===== src/rtl/cnff_run_encoder.sv =====
// Run-length encoder for the cnff result stream: each maximal run of equal
// bits becomes a {bit, length} record, buffered in a small FWFT FIFO.
module cnff_run_encoder #(
  parameter int LEN_W = 8,
  parameter int DEPTH = 4
) (
  input  logic                     clk,
  input  logic                     rst_n,
  input  logic                     in_bit,
  input  logic                     in_en,
  input  logic                     flush,
  input  logic                     out_ready,
  output logic                     out_valid,
  output logic                     out_bit,
  output logic [LEN_W-1:0]         out_len,
  output logic [$clog2(DEPTH):0]   level,
  output logic                     overflow
);

  localparam int AW = $clog2(DEPTH);
  localparam logic [LEN_W-1:0] MAX = '1;

  typedef enum logic {IDLE, RUN} state_t;

  typedef struct packed {
    logic             b;
    logic [LEN_W-1:0] len;
  } rec_t;

  state_t           state;
  logic             cur_bit;
  logic [LEN_W-1:0] cur_len;

  logic             push_req;
  rec_t             push_rec;

  logic [AW-1:0]    wr_ptr;
  logic [AW-1:0]    rd_ptr;
  logic [AW:0]      count;
  rec_t             mem [DEPTH];

  logic             full;
  logic             pop;
  logic             wr_en;

  // A run closes on flush, on a bit change, or when the length saturates.
  always_comb begin
    // NOTE: every combinational output gets a default first so no path can infer a latch.
    push_req = 1'b0;
    push_rec = '{b: cur_bit, len: cur_len};
    if (state == RUN) begin
      if (flush)
        push_req = 1'b1;
      else if (in_en && ((in_bit != cur_bit) || (cur_len == MAX)))
        push_req = 1'b1;
    end
  end

  // NOTE: sequential state uses non-blocking assignments so every register samples pre-edge values.
  always_ff @(posedge clk or negedge rst_n) begin
    if (!rst_n) begin
      state   <= IDLE;
      cur_bit <= 1'b0;
      cur_len <= '0;
    end else begin
      case (state)
        IDLE: begin
          if (in_en) begin
            cur_bit <= in_bit;
            cur_len <= LEN_W'(1);
            state   <= RUN;
          end
        end
        RUN: begin
          if (in_en) begin
            if (!flush && (in_bit == cur_bit) && (cur_len != MAX)) begin
              cur_len <= cur_len + LEN_W'(1);
            end else begin
              cur_bit <= in_bit;
              cur_len <= LEN_W'(1);
            end
          end else if (flush) begin
            cur_len <= '0;
            state   <= IDLE;
          end
        end
        default: state <= IDLE;
      endcase
    end
  end

  assign full  = (count == (AW+1)'(DEPTH));
  assign pop   = (count != '0) && out_ready;
  // A full FIFO still accepts a push when the head leaves on the same edge.
  assign wr_en = push_req && (!full || pop);

  always_ff @(posedge clk or negedge rst_n) begin
    if (!rst_n) begin
      wr_ptr   <= '0;
      rd_ptr   <= '0;
      count    <= '0;
      overflow <= 1'b0;
    end else begin
      if (wr_en)
        wr_ptr <= wr_ptr + AW'(1);
      if (pop)
        rd_ptr <= rd_ptr + AW'(1);
      case ({wr_en, pop})
        2'b10:   count <= count + (AW+1)'(1);
        2'b01:   count <= count - (AW+1)'(1);
        default: count <= count;
      endcase
      if (push_req && full && !pop)
        overflow <= 1'b1;
    end
  end

  // NOTE: storage is not reset; occupancy is tracked by count and unused entries are never shown.
  always_ff @(posedge clk) begin
    if (wr_en)
      mem[wr_ptr] <= push_rec;
  end

  assign out_valid = (count != '0);
  assign out_bit   = out_valid & mem[rd_ptr].b;
  assign out_len   = out_valid ? mem[rd_ptr].len : '0;
  assign level     = count;

endmodule


===== config.mk =====
export PLATFORM = sky130hd
export DESIGN_NAME = cnff_run_encoder
export DESIGN_NICKNAME = d
export VERILOG_FILES = /design/src/rtl/cnff_run_encoder.sv
export SDC_FILE = /design/constraint.sdc
export NUM_CORES = 1
export LEC_CHECK = 0
export CORE_AREA = 2 2 65 98
export DETAILED_ROUTE_END_ITERATION = 7
export DIE_AREA = 0 0 67 100
export GPL_ROUTABILITY_DRIVEN = 0
export GPL_TIMING_DRIVEN = 1
export MAX_ROUTING_LAYER = met4
export PLACE_DENSITY = 0.62
export SETUP_SLACK_MARGIN = 0.02
export SYNTH_ARGS = -nofsm -noshare
export SYNTH_HDL_FRONTEND = slang
export SYNTH_SLANG_ARGS = --single-unit

===== constraint.sdc =====
create_clock -name clk -period 2.5 [get_ports clk]
set_input_delay 0.5 -clock clk [delete_from_list [all_inputs] [get_ports clk]]
set_output_delay 0.5 -clock clk [all_outputs]
set_load 0.005 [all_outputs]

==> impl_metrics.yaml <==
global_route:
  track_usage_pct: 13.6
  antenna_found_initial: 0
  grt_pass1_wl_um: 6420
  grt_overflow_total: 0
  grt_max_degree: 19
  grt_pass1_vias: 1374
synth:
  synthFlopType: "edfxtp_1"
  synth_area_leaders: "edfxtp_1, dfrtp_1, mux4_2"
  synth_edf_count: 36
  seq_area_frac_synth_pct: 65.4
  ys_types: 36
  syn-cell-area_mm2: 0.00234
  synth_largest_area_cell: "edfxtp_1"
  synth_cells: 147
  async_reset_ff_share_pct: 33.3
  yosysWarningCount: 0
  synth_top_cell_area_share_pct: 46.2
  syn_area_per_cell_um2: 15.9
  ys_ff_latch: 54
  syn_nets: 159
setup_path:
  rrSetupSlack_ps: 320
  path_max_fanout: 10
  worstPathArrival_ps: 1920
  endpoint_kind: "output pin"
  start_kind: "flip-flop"
  path_class: "reg2out"
  required_ps: 2000
sta:
  post-route-period-util_pct: 96.7
  holdWs_ps: 477
  slew_headroom_pct: 65.8
  tightest_slew_ps: 507
  slew_violations: 0
  rsz0062_at_grt: "no"
  finalSetupViolCount: 0
  fmax_ghz: 0.414
  hold_violations: 0
  clock_skew_ps: 8.47
  fin_crit_ps: 2420
finish:
  areaGrowthSynthToFinish_pct: 23.3
  final_cell_mix: "edfxtp_1, buf_4, dfrtp_1"
  fin_util_pct: 48.5
  final_common_cell: "edfxtp_1"
  nets: 199
  multi_input_area_um2: 782
  n_antenna_cell: 0
  nFillCells: 558
  final-seq-area_mm2: 0.00153
  drive_above_1_share_pct: 25.5
placement:
  portBuffers: 19
  place_hpwl_um: 2960
status:
  status: "complete, no violations"
floorplan:
  start_util_pct: 39.3
  core_region_area_mm2: 0.00596
  io_pins: 20
  rows: 35
  fp.dieArea_mm2: 0.00670
  dieHeight_um: 100
  dieWidth_um: 67
pwr:
  ir_worst_vdd_uv: 477
  power_density_mw_per_mm2: 974
  leakagePower_nw: 1.15
  totalPowerFinal_w: 0.00281
clock_network:
  cts_inserted_buffers: 5
  cts_htree_levels: 2
  clock_latency_ps: 300
  cts_hold_buffers: 0
  cts_root_buffer: "clkbuf_8"
  path_clk_slew_ps: 90
  cts.sinks: 54
  cts_tree: "yes"
  clock_path_buffers: 2
route:
  vias_per_cell: 4.90
  drc: 0
  drt-initial-drc-count: 31
  route.detailed.wl_per_inst_um: 14.7
  drt-total-wl_um: 3850
  drtAntennaViolNets: 0
  via_count: 1285
  firstDrtPassIters: 4
run:
  maxCapViolations: 0
min_path:
  hold_path_class: "reg2reg"
-- flip-flops by register name, indices dropped and copies added (netlist names) --
register	flops
level	3
cur_bit	1
state	1
mem	36
wr_ptr	2
rd_ptr	2
cur_len	8
overflow	1
-- power by group --
group	leakage (nW)	switching [W]	total, W	internal, W
logic	0.544	0.000370	0.00101	0.000638
clock network	0.0514	0.000260	0.000558	0.000299
registers	0.559	0.000118	0.00125	0.00113
-- cell usage after synthesis, types with 2 or more instances --
cell type / instances
nand4_1: 2
xor2_1: 7
clkbuf_1: 2
a21oi_1: 2
nand3_1: 4
edfxtp_1: 36
inv_1: 3
nand2_1: 7
nor2_1: 7
buf_2: 2
o21ai_0: 3
mux4_2: 9
ha_1: 5
dfrtp_1: 18
nand2b_1: 2
xnor2_1: 5
and2_1: 14
-- worst paths after layout --
kind,startpoint,endpoint,cells after the start
min in group asynchronous,rst_n,wr_ptr[1],2
worst max register to register,cur_len[0],level[1],7
worst max-delay path,rd_ptr[0],out_len[4],4
worst min-delay path,overflow,overflow,1
worst min register to register,overflow,overflow,1
max in group asynchronous,rst_n,level[1],2
-- cells by family after synthesis --
family	Yosys count	share of synthesized area, %
xor+xnor	12	4.49
compound gates	11	3.90
fa+ha+maj	6	3.53
flops	54	65.4
simple gates	45	11.1
mux	12	10.4
buf+inv	7	1.23
-- worst max-delay path, stage by stage, from the launching register on --
cell and delay [ps]:
dfrtp_1 380, buf_12 150, mux4_2 480, and2_1 160, clkdlybuf4s50_1 430
-- layout make-up --
type | count | area share (%)
sequential | 54 | 53.1
tap | 74 | 3.21
multi-input combinational | 86 | 27.1
clock inverter | 2 | 1.30
clock buffer | 6 | 2.51
inverter | 3 | 0.390
timing repair buffer | 37 | 12.4
-- through the flow --
stage	instances	worst slack (ps)	TNS, ps	cell area (um2)
2_1_floorplan	147	255	0	2340
3_3_place_gp	253	-38.8	-38.8	2740
3_5_place_dp	253	-75.7	-75.7	2740
4_1_cts	261	10.3	0	2850
5_1_grt	262	22.0	0	2890
6_report	262	82.0	0	2890
-- what timing repair did --
item,in CTS,in global routing
resized for setup,2,11
buffers inserted,0,1
endpoints found under the setup margin,9,9
-- per-layer routing --
| layer | GRT usage, % | up-vias | routed length [um] |
|---|---|---|---|
| met3 | 2.02 | 6 | 94 |
| met4 | 6.12 | 0 | 86 |
| li1 | - | 618 | - |
| met2 | 23.8 | 19 | 2180 |
| met5 | - | - | 0 |
| met1 | 14.8 | 642 | 1490 |
No activity file was read; power rests on OpenSTA's default activity.
